<file path="config.mk">
export PLATFORM = sky130hd
export DESIGN_NAME = mem_port_arbiter
export DESIGN_NICKNAME = d
export VERILOG_FILES = /design/src/rtl/mem_arb_pkg.sv /design/src/rtl/rr_picker.sv /design/src/rtl/mem_port_arbiter.sv
export SDC_FILE = /design/constraint.sdc
export NUM_CORES = 1
export LEC_CHECK = 0
export CORE_AREA = 2 2 130 132
export CTS_CLUSTER_SIZE = 14
export DETAILED_ROUTE_END_ITERATION = 8
export DIE_AREA = 0 0 132 134
export SLEW_MARGIN = 10
export SYNTH_ARGS = -nofsm -noshare
export SYNTH_HDL_FRONTEND = slang
export SYNTH_SLANG_ARGS = --single-unit
</file>
<file path="constraint.sdc">
create_clock -name clk -period 4.8 [get_ports clk]
set_input_delay 0.72 -clock clk [delete_from_list [all_inputs] [get_ports clk]]
set_output_delay 0.72 -clock clk [all_outputs]
set_load 0.05 [all_outputs]
</file>
<file path="src/rtl/mem_arb_pkg.sv">
// mem_arb_pkg: shared types and constants for the Memory port-B arbiter and its users.
package mem_arb_pkg;

  localparam int unsigned MEMARB_NREQ_MAX = 8;

  typedef logic [2:0] req_id_t;

  typedef struct packed {
    logic    valid;
    req_id_t id;
  } rsp_slot_t;

  localparam req_id_t REQ_UART = 3'd0;
  localparam req_id_t REQ_MEM  = 3'd1;
  localparam req_id_t REQ_DBG  = 3'd2;

  // One-hot decode of a requester id over the maximum requester count
  function automatic logic [MEMARB_NREQ_MAX-1:0] id_onehot(input req_id_t id);
    return MEMARB_NREQ_MAX'(1) << id;
  endfunction

endpackage

</file>
<file path="src/rtl/rr_picker.sv">
// rr_picker: combinational round-robin selector. Returns the first eligible index at or
// after the pointer, wrapping modulo NREQ (NREQ need not be a power of two).
module rr_picker #(
  parameter int unsigned NREQ = 3,
  parameter int unsigned IdxW = (NREQ > 1) ? $clog2(NREQ) : 1
) (
  input  logic [NREQ-1:0] i_elig,
  input  logic [IdxW-1:0] i_ptr,
  output logic            o_found,
  output logic [IdxW-1:0] o_win
);

  // Scan from the pointer, wrapping by explicit compare against the last index
  always_comb begin
    logic [IdxW-1:0] idx;
    o_found = 1'b0;
    o_win   = i_ptr;
    idx     = i_ptr;
    for (int k = 0; k < NREQ; k++) begin
      if (!o_found && i_elig[idx]) begin
        o_found = 1'b1;
        o_win   = idx;
      end
      idx = (idx == IdxW'(NREQ - 1)) ? '0 : idx + IdxW'(1);
    end
  end

endmodule

</file>
<file path="src/rtl/mem_port_arbiter.sv">
// mem_port_arbiter: shares Memory port B between NREQ requesters (0 = UART boot loader,
// 1 = MEM stage, 2 = debug/VGA writer). Round-robin with a registered issue stage; read
// data returns RD_LAT cycles after issue and is steered back by requester id. boot_lock
// restricts grants to requester 0. Define MEMARB_PERF_CNT_EN to add per-requester
// saturating grant/wait counters with a select/clear interface.
module mem_port_arbiter
  import mem_arb_pkg::*;
#(
  parameter int unsigned NREQ   = 3,
  parameter int unsigned ADDR_W = 32,
  parameter int unsigned DATA_W = 32,
  parameter int unsigned RD_LAT = 1
) (
  input  logic                     clk,
  input  logic                     rst,
  input  logic                     boot_lock,
  input  logic [NREQ-1:0]          req,
  input  logic [NREQ-1:0]          req_we,
  input  logic [NREQ*ADDR_W-1:0]   req_addr,
  input  logic [NREQ*DATA_W-1:0]   req_wdata,
  output logic [NREQ-1:0]          gnt,
  output logic [NREQ-1:0]          rvalid,
  output logic [DATA_W-1:0]        rdata,
  output logic [ADDR_W-1:0]        mem_addr,
  output logic [DATA_W-1:0]        mem_wdata,
  output logic                     mem_we,
  input  logic [DATA_W-1:0]        mem_rdata,
`ifdef MEMARB_PERF_CNT_EN
  input  logic [$clog2(NREQ)-1:0]  perf_sel,
  input  logic                     perf_clr,
  output logic [31:0]              perf_grants,
  output logic [31:0]              perf_waits,
`endif
  output logic                     busy
);

  localparam int unsigned IdxW = $clog2(NREQ);

  logic [NREQ-1:0]   w_elig;
  logic              w_found;
  logic [IdxW-1:0]   w_win;
  logic [NREQ-1:0]   w_win_onehot;
  logic [ADDR_W-1:0] w_slot_addr  [NREQ];
  logic [DATA_W-1:0] w_slot_wdata [NREQ];
  rsp_slot_t         w_last;
  logic              w_pipe_any;

  logic [NREQ-1:0]   r_gnt;
  logic [ADDR_W-1:0] r_mem_addr;
  logic [DATA_W-1:0] r_mem_wdata;
  logic              r_mem_we;
  logic [IdxW-1:0]   r_rr_ptr;
  logic [IdxW-1:0]   r_issue_id;
  rsp_slot_t         r_pipe [RD_LAT];

  for (genvar i = 0; i < NREQ; i++) begin : g_slice
    assign w_slot_addr[i]  = req_addr[i*ADDR_W +: ADDR_W];
    assign w_slot_wdata[i] = req_wdata[i*DATA_W +: DATA_W];
  end

  // Drop the requester granted this cycle; under boot lock only the boot loader competes
  always_comb begin
    w_elig = req & ~r_gnt;
    if (boot_lock) w_elig = w_elig & NREQ'(id_onehot(REQ_UART));
  end

  rr_picker #(
    .NREQ (NREQ),
    .IdxW (IdxW)
  ) u_rr_picker (
    .i_elig  (w_elig),
    .i_ptr   (r_rr_ptr),
    .o_found (w_found),
    .o_win   (w_win)
  );

  assign w_win_onehot = NREQ'(id_onehot(req_id_t'(w_win)));

  // Issue stage: grant pulse and memory command share the same cycle
  always_ff @(posedge clk or posedge rst) begin
    if (rst) begin
      r_gnt       <= '0;
      r_mem_addr  <= '0;
      r_mem_wdata <= '0;
      r_mem_we    <= 1'b0;
      r_rr_ptr    <= '0;
      r_issue_id  <= '0;
    end else if (w_found) begin
      r_gnt       <= w_win_onehot;
      r_mem_addr  <= w_slot_addr[w_win];
      r_mem_wdata <= w_slot_wdata[w_win];
      r_mem_we    <= req_we[w_win];
      r_rr_ptr    <= (w_win == IdxW'(NREQ - 1)) ? '0 : w_win + IdxW'(1);
      r_issue_id  <= w_win;
    end else begin
      r_gnt    <= '0;
      r_mem_we <= 1'b0;
    end
  end

  // Read-return tracker: stage k holds reads issued k+1 cycles ago
  always_ff @(posedge clk or posedge rst) begin
    if (rst) begin
      for (int i = 0; i < RD_LAT; i++) r_pipe[i] <= '0;
    end else begin
      r_pipe[0] <= '{valid: (|r_gnt) & ~r_mem_we, id: req_id_t'(r_issue_id)};
      for (int i = 1; i < RD_LAT; i++) r_pipe[i] <= r_pipe[i-1];
    end
  end

  // Route memory data to the issuing requester when its read matures
  always_comb begin
    w_last     = r_pipe[RD_LAT-1];
    rvalid     = w_last.valid ? NREQ'(id_onehot(w_last.id)) : '0;
    rdata      = w_last.valid ? mem_rdata : '0;
    w_pipe_any = 1'b0;
    for (int i = 0; i < RD_LAT; i++) w_pipe_any = w_pipe_any | r_pipe[i].valid;
  end

  assign gnt       = r_gnt;
  assign mem_addr  = r_mem_addr;
  assign mem_wdata = r_mem_wdata;
  assign mem_we    = r_mem_we;
  assign busy      = (|r_gnt) | w_pipe_any;

`ifdef MEMARB_PERF_CNT_EN
  logic [31:0] r_perf_grants [NREQ];
  logic [31:0] r_perf_waits  [NREQ];

  // Saturating per-requester counts of grants and of requesting-but-not-granted cycles
  always_ff @(posedge clk or posedge rst) begin
    if (rst) begin
      for (int i = 0; i < NREQ; i++) begin
        r_perf_grants[i] <= '0;
        r_perf_waits[i]  <= '0;
      end
    end else if (perf_clr) begin
      for (int i = 0; i < NREQ; i++) begin
        r_perf_grants[i] <= '0;
        r_perf_waits[i]  <= '0;
      end
    end else begin
      for (int i = 0; i < NREQ; i++) begin
        if (r_gnt[i] && (r_perf_grants[i] != '1)) r_perf_grants[i] <= r_perf_grants[i] + 32'd1;
        if (req[i] && !r_gnt[i] && (r_perf_waits[i] != '1)) begin
          r_perf_waits[i] <= r_perf_waits[i] + 32'd1;
        end
      end
    end
  end

  assign perf_grants = (32'(perf_sel) < NREQ) ? r_perf_grants[perf_sel] : '0;
  assign perf_waits  = (32'(perf_sel) < NREQ) ? r_perf_waits[perf_sel]  : '0;
`endif

endmodule
</file>
==> run_results.csv <==
group,metric,value,unit
floorplanning,io_pins,337,
clock_tree,clk_pin_slew_worst_paths,60,ps
sta,clock.fmax,334,MHz
sta,final.hold.worst_slack,372,ps
clock_tree,cts_setup_buffers,0,
layout,syn2layout_area_growth,103,%
clock_tree,cts-hold-fix-buffers,0,
pwr,power.density_cell_area,545,nW/um2
worst_setup_path,cp-start-kind,"flop",
worst_setup_path,setup_cp_type,"flop to output port",
worst_setup_path,worst-endpoint-required,4080,ps
clock_tree,clock_path_buffers,2,
global_route,first_global_vias,4707,
layout,layout.cells.most_common,"clkdlybuf4s50_1",
synth,synth-compound-area-share,36.1,%
clock_tree,clkLatencyLatePin,340,ps
flow_run,drv.max_cap_violation_count,0,
layout,share_of_post_route_cells_with_drive_strength_above_1,4.88,%
detailed_routing,detail_route.first_pass.iterations,4,
sta,final.period_utilization,62.4,%
run_status,status,"finished, final reports clean",
detailed_routing,drc_errors,0,
pwr,vdd_ir_drop_max,0.231,mV
synth,synth_adder_area_share,0,%
layout,final_design_area_no_fill,7690,um2
layout,layoutNonFillerInstCount,855,
synth,postSynthRegisterBits,75,
sta,worst_clock_skew,6.20,ps
detailed_routing,route.final.wire_length,17100,um
synth,yosys.area_share.simple,9.14,%
place,place_inst,839,
synth,async_flop_share,100,%
detailed_routing,ant_nets,0,
sta,rsz0062_at_grt,"no",
floorplanning,die-height,134,um
clock_tree,clock-sinks,75,
synth,syn_area_per_cell,12.1,um2
layout,antenna-diode-count,0,
synth,multiplexer_share_of_the_synthesized_area,0,%
worst_setup_path,crit_path_max_incr_delay,850,ps
synth,post_syn_instances,314,
clock_tree,cts.repair.resized,0,
sta,report.final.setup_viol,0,
worst_setup_path,critical_path.endpoint_type,"output port",
sta,max_slew.worst_pin.slew,965,ps
floorplanning,core_area,16300,um2
place,routabilityCongestion,0.827,
detailed_routing,detail_route.wl_per_cell,20.0,um
sta,finalMaxSlewViolations,0,
global_route,pin_count_of_the_biggest_net_entering_global_routing,68,
synth,synth_cell_area,3790,um2
synth,synth_cell_type_count,25,
synth,synth-edff-count,0,
worst_setup_path,cell_chain_of_the_critical_path,"nor3b_1 -> clkdlybuf4s50_1",
sta,setup_total_negative_slack,0,ps
global_route,first_pass_grt_wire_length,26500,um
global_route,antenna_found_initial,0,
worst_setup_path,timing.critical_path.max_delay_family,"buffers and inverters",
floorplanning,start_util,23.3,%
pwr,power.static_leakage,2.99,nW
layout,final_nets,863,
layout,layout_common_cells,"clkdlybuf4s50_1, dfrtp_1, a221o_1",
place,half_perimeter_wire_length_after_placement,12800,um
sta,max_transition_margin,35.6,%
detailed_routing,initialDrtViolationCount,213,
global_route,final_global_route_overflow_total,0,
min_path,worstHoldPathType,"flop to flop",
synth,synthesis.yosys.warnings,0,
worst_setup_path,buffers_and_inverters_on_the_worst_path,1,
worst_setup_path,crit_fanout,36,
floorplanning,floorplan.rows,47,
synth,ys_dominant_reg_cell,"dfrtp_1",
synth,mappedNetlistNets,547,
sta,report.final.hold_viol_count,0,
synth,synth-xor-area-share,0,%
global_route,total_grt_usage,19.3,%
place,buffer_ports.inserted,336,
worst_setup_path,worst_path_max_delay_cell,"clkdlybuf4s50_1",
detailed_routing,via_per_inst,5.12,
place,detailed_place.area,7350,um2
synth,synth-seq-area-share,49.5,%
worst_setup_path,crit_arrival,2270,ps
floorplanning,floorplan.die.width,132,um
clock_tree,htreeDepth,3,
detailed_routing,via_count,4377,
sta,finalCriticalPeriod,2990,ps
clock_tree,root_buffer,"clkbuf_16",
layout,finalCoreUtilization,47.2,%
clock_tree,cts_buffers,9,
clock_tree,tritoncts,"built",
synth,main_combinational_cell_family_by_area_after_synthesis,"compound AO/OA/AOI/OAI gates",
floorplanning,dieArea,17700,um2
## synth_stat cells (2+ instances only)
| library cell | number | area [um2] |
|---|---|---|
| nor3b_1 | 3 | 22.5 |
| dfrtp_1 | 75 | 1880 |
| clkbuf_1 | 17 | 63.8 |
| buf_6 | 3 | 33.8 |
| nand2_1 | 4 | 15.0 |
| or3b_1 | 3 | 26.3 |
| a221o_1 | 65 | 651 |
| nor2_1 | 8 | 30.0 |
| buf_2 | 13 | 65.1 |
| buf_1 | 4 | 15.0 |
| a21oi_1 | 3 | 15.0 |
| a21o_1 | 3 | 22.5 |
| a211oi_1 | 2 | 15.0 |
| a32o_1 | 64 | 641 |
| nand2b_1 | 3 | 18.8 |
| inv_1 | 2 | 7.51 |
| buf_4 | 2 | 15.0 |
| and2_1 | 33 | 206 |
## flip-flops by register name, summed over array words and instances, names as in the netlist
| register | cells |
|---|---|
| gnt | 3 |
| mem_addr | 32 |
| mem_wdata | 32 |
| mem_we | 1 |
| r_issue_id | 2 |
| r_pipe | 2 |
| r_rr_ptr | 2 |
| w_pipe_any | 1 |
## worst paths after layout
path / start / end / slack, ps / depth (start not counted)
setup / recovery: w_pipe_any$_DFF_PP0_ / rvalid[0] / 1810 / 2
hold / removal: r_issue_id[0]$_DFFE_PP0P_ / r_pipe[0]$_DFF_PP0_ / 370 / 0
hold reg to reg: r_issue_id[0]$_DFFE_PP0P_ / r_pipe[0]$_DFF_PP0_ / 370 / 0
min in group asynchronous: rst / mem_wdata[17]$_DFFE_PP0P_ / 790 / 2
setup reg to reg: gnt[2]$_DFF_PP0_ / mem_addr[3]$_DFFE_PP0P_ / 2290 / 5
max in group asynchronous: rst / mem_addr[7]$_DFFE_PP0P_ / 3030 / 3
## layout make-up
type | count | area [um2]
fillers | 1487 | 8600
repair buffers | 344 | 3420
flip-flops and latches | 75 | 1880
multi-input cells | 198 | 1770
well taps | 220 | 275
clock buffers | 9 | 225
clock inverters | 7 | 116
inverters | 2 | 8.76
## metrics by stage
step           worst slack [ps]  total power, W
2_1_floorplan              2170         0.00252
6_report                   1810         0.00419
5_1_grt                    1600         0.00438
4_1_cts                    1750         0.00424
3_3_place_gp               1540         0.00340
3_5_place_dp               1490         0.00343
## layer usage
layer  global-route usage, %  vias up  share of wire (%)
li1                        -     1963                  -
met1                    20.9     2137                 37
met2                    34.2      243                 51
met3                    6.42       34                8.6
met4                    9.00        0                3.3
met5                       0        -                  0
## kinds of logic after synthesis
logic type	count (synthesis)
compound gates	140
flops	75
simple gates	58
buf+inv	41
## report_power, final
| part | internal (W) | switching [W] |
|---|---|---|
| clock | 0.000507 | 0.000279 |
| combinational | 0.000918 | 0.00147 |
| sequential | 0.000851 | 0.000164 |
## worst reg2reg max path: cells and delay by family (launching register included)
| family | cells | cell delay, ps |
|---|---|---|
| AND/OR/NAND/NOR | 1 | 480 |
| buffers and inverters | 1 | 450 |
| flip-flops | 1 | 400 |
| AO/OA/AOI/OAI | 3 | 1110 |
Note: power is estimated with default switching activity, not from simulation.
==> patch 1 (same flow settings) <==
The option `MEMARB_PERF_CNT_EN` is turned on by a define.
--- a/src/rtl/mem_port_arbiter.sv
+++ b/src/rtl/mem_port_arbiter.sv
@@ -3,6 +3,8 @@
 // data returns RD_LAT cycles after issue and is steered back by requester id. boot_lock
 // restricts grants to requester 0. Define MEMARB_PERF_CNT_EN to add per-requester
 // saturating grant/wait counters with a select/clear interface.
+`define MEMARB_PERF_CNT_EN
+
 module mem_port_arbiter
   import mem_arb_pkg::*;
 #(
Interface: changed (added perf_clr, perf_grants, perf_sel and perf_waits); port bits go from 337 to 404. The function was not compared with the original's and may differ.
==> patch 1 against the original RTL <==
Area after synthesis rose to 4.2 times the old value. The flow now stops in global placement without I/O.
==> patch 1: results (changes against the original RTL) <==
[status]
haltStage=global placement without I/O
firstError=[ERROR GPL-0301] Utilization 111.449 % exceeds 100%.
run_status=aborted with a tool error

[synth]
syn_avg_cell_area_um2=8.91  ; -26%
syn-cell-area_mm2=0.0158  ; +320%
ys.warnings.count=0  ; unchanged
ys_ff_latch=267  ; +260%
synth_nets=2020  ; +270%
synth.distinct_cells=70  ; +180%
synth_top_cells_by_area=dfrtp_1, mux2i_1, nand2_1
synth_common_cells=dfrtp_1, nand2_1, o21ai_0
ys_seq_area_frac=0.422  ; -0.0731
synth_ff_type=dfrtp_1
synth-async-reset-ratio=1.00  ; unchanged

## patch 1: logic make-up after synthesis
group | after synthesis | synth area share
and+or+nand+nor | 745 | 0.260
AOI/OAI and AO/OA | 473 | 0.185
DFF | 267 | 0.422
buffers and inverters | 141 | 0.0373
muxes | 113 | 0.0726
xor gates and xnor gates | 33 | 0.0182
adders and majority gates | 6 | 0.00474
==> patch 2 (same flow settings) <==
Without the edit above. `NREQ` is set to 3 in 2 places; all go to 6.
--- a/src/rtl/rr_picker.sv
+++ b/src/rtl/rr_picker.sv
@@ -1,7 +1,7 @@
 // rr_picker: combinational round-robin selector. Returns the first eligible index at or
 // after the pointer, wrapping modulo NREQ (NREQ need not be a power of two).
 module rr_picker #(
-  parameter int unsigned NREQ = 3,
+  parameter int unsigned NREQ = 6,
   parameter int unsigned IdxW = (NREQ > 1) ? $clog2(NREQ) : 1
 ) (
   input  logic [NREQ-1:0] i_elig,
--- a/src/rtl/mem_port_arbiter.sv
+++ b/src/rtl/mem_port_arbiter.sv
@@ -6,7 +6,7 @@
 module mem_port_arbiter
   import mem_arb_pkg::*;
 #(
-  parameter int unsigned NREQ   = 3,
+  parameter int unsigned NREQ   = 6,
   parameter int unsigned ADDR_W = 32,
   parameter int unsigned DATA_W = 32,
   parameter int unsigned RD_LAT = 1
Ports: changed (6 resized); port bits go from 337 to 541. No check against the original RTL was run, so the function may have changed too.
==> patch 2 against the original RTL <==
The flow now stops in I/O pin placement. Area after synthesis up 88%.
==> patch 2: results (changes against the original RTL) <==
[status]
haltStage=I/O pin placement
run_status=aborted with a tool error
firstError=[ERROR PPL-0024] Number of IO pins (541) exceeds maximum number of available positions (474). Increase the die perimeter from 532.00um to 735.76um.

[floorplan]
die_w_um=132  ; unchanged
num_rows=47  ; unchanged

[synth]
syn_avg_cell_area_um2=9.38  ; -22%
ys.warnings.count=0  ; unchanged
synth_common_cells=mux2i_1, nor2_1, dfrtp_1
synth.distinct_cells=71  ; +180%
synth-async-reset-ratio=1.00  ; unchanged
ys_seq_area_frac=0.284  ; -0.210
ys_ff_latch=81  ; +8.0%
synth_nets=1195  ; +120%
synth_top_cells_by_area=dfrtp_1, mux2i_1, a211o_1

## patch 2: changes by cell type after synthesis, moves of 11 or more
cell,change
buf_6,+21
nor2_1,+79
a221o_1,-64
a32o_1,-64
nand2_1,+11
a211o_1,+65
o22ai_1,+65
mux2i_1,+199
## patch 2: kinds of logic after synthesis
group	Yosys count	share of synthesized area
compound gates	204	0.218
simple gates	187	0.132
xor+xnor	2	0.00246
buf+inv	81	0.0723
fa+ha+maj	4	0.00702
mux	201	0.284
flops	81	0.284
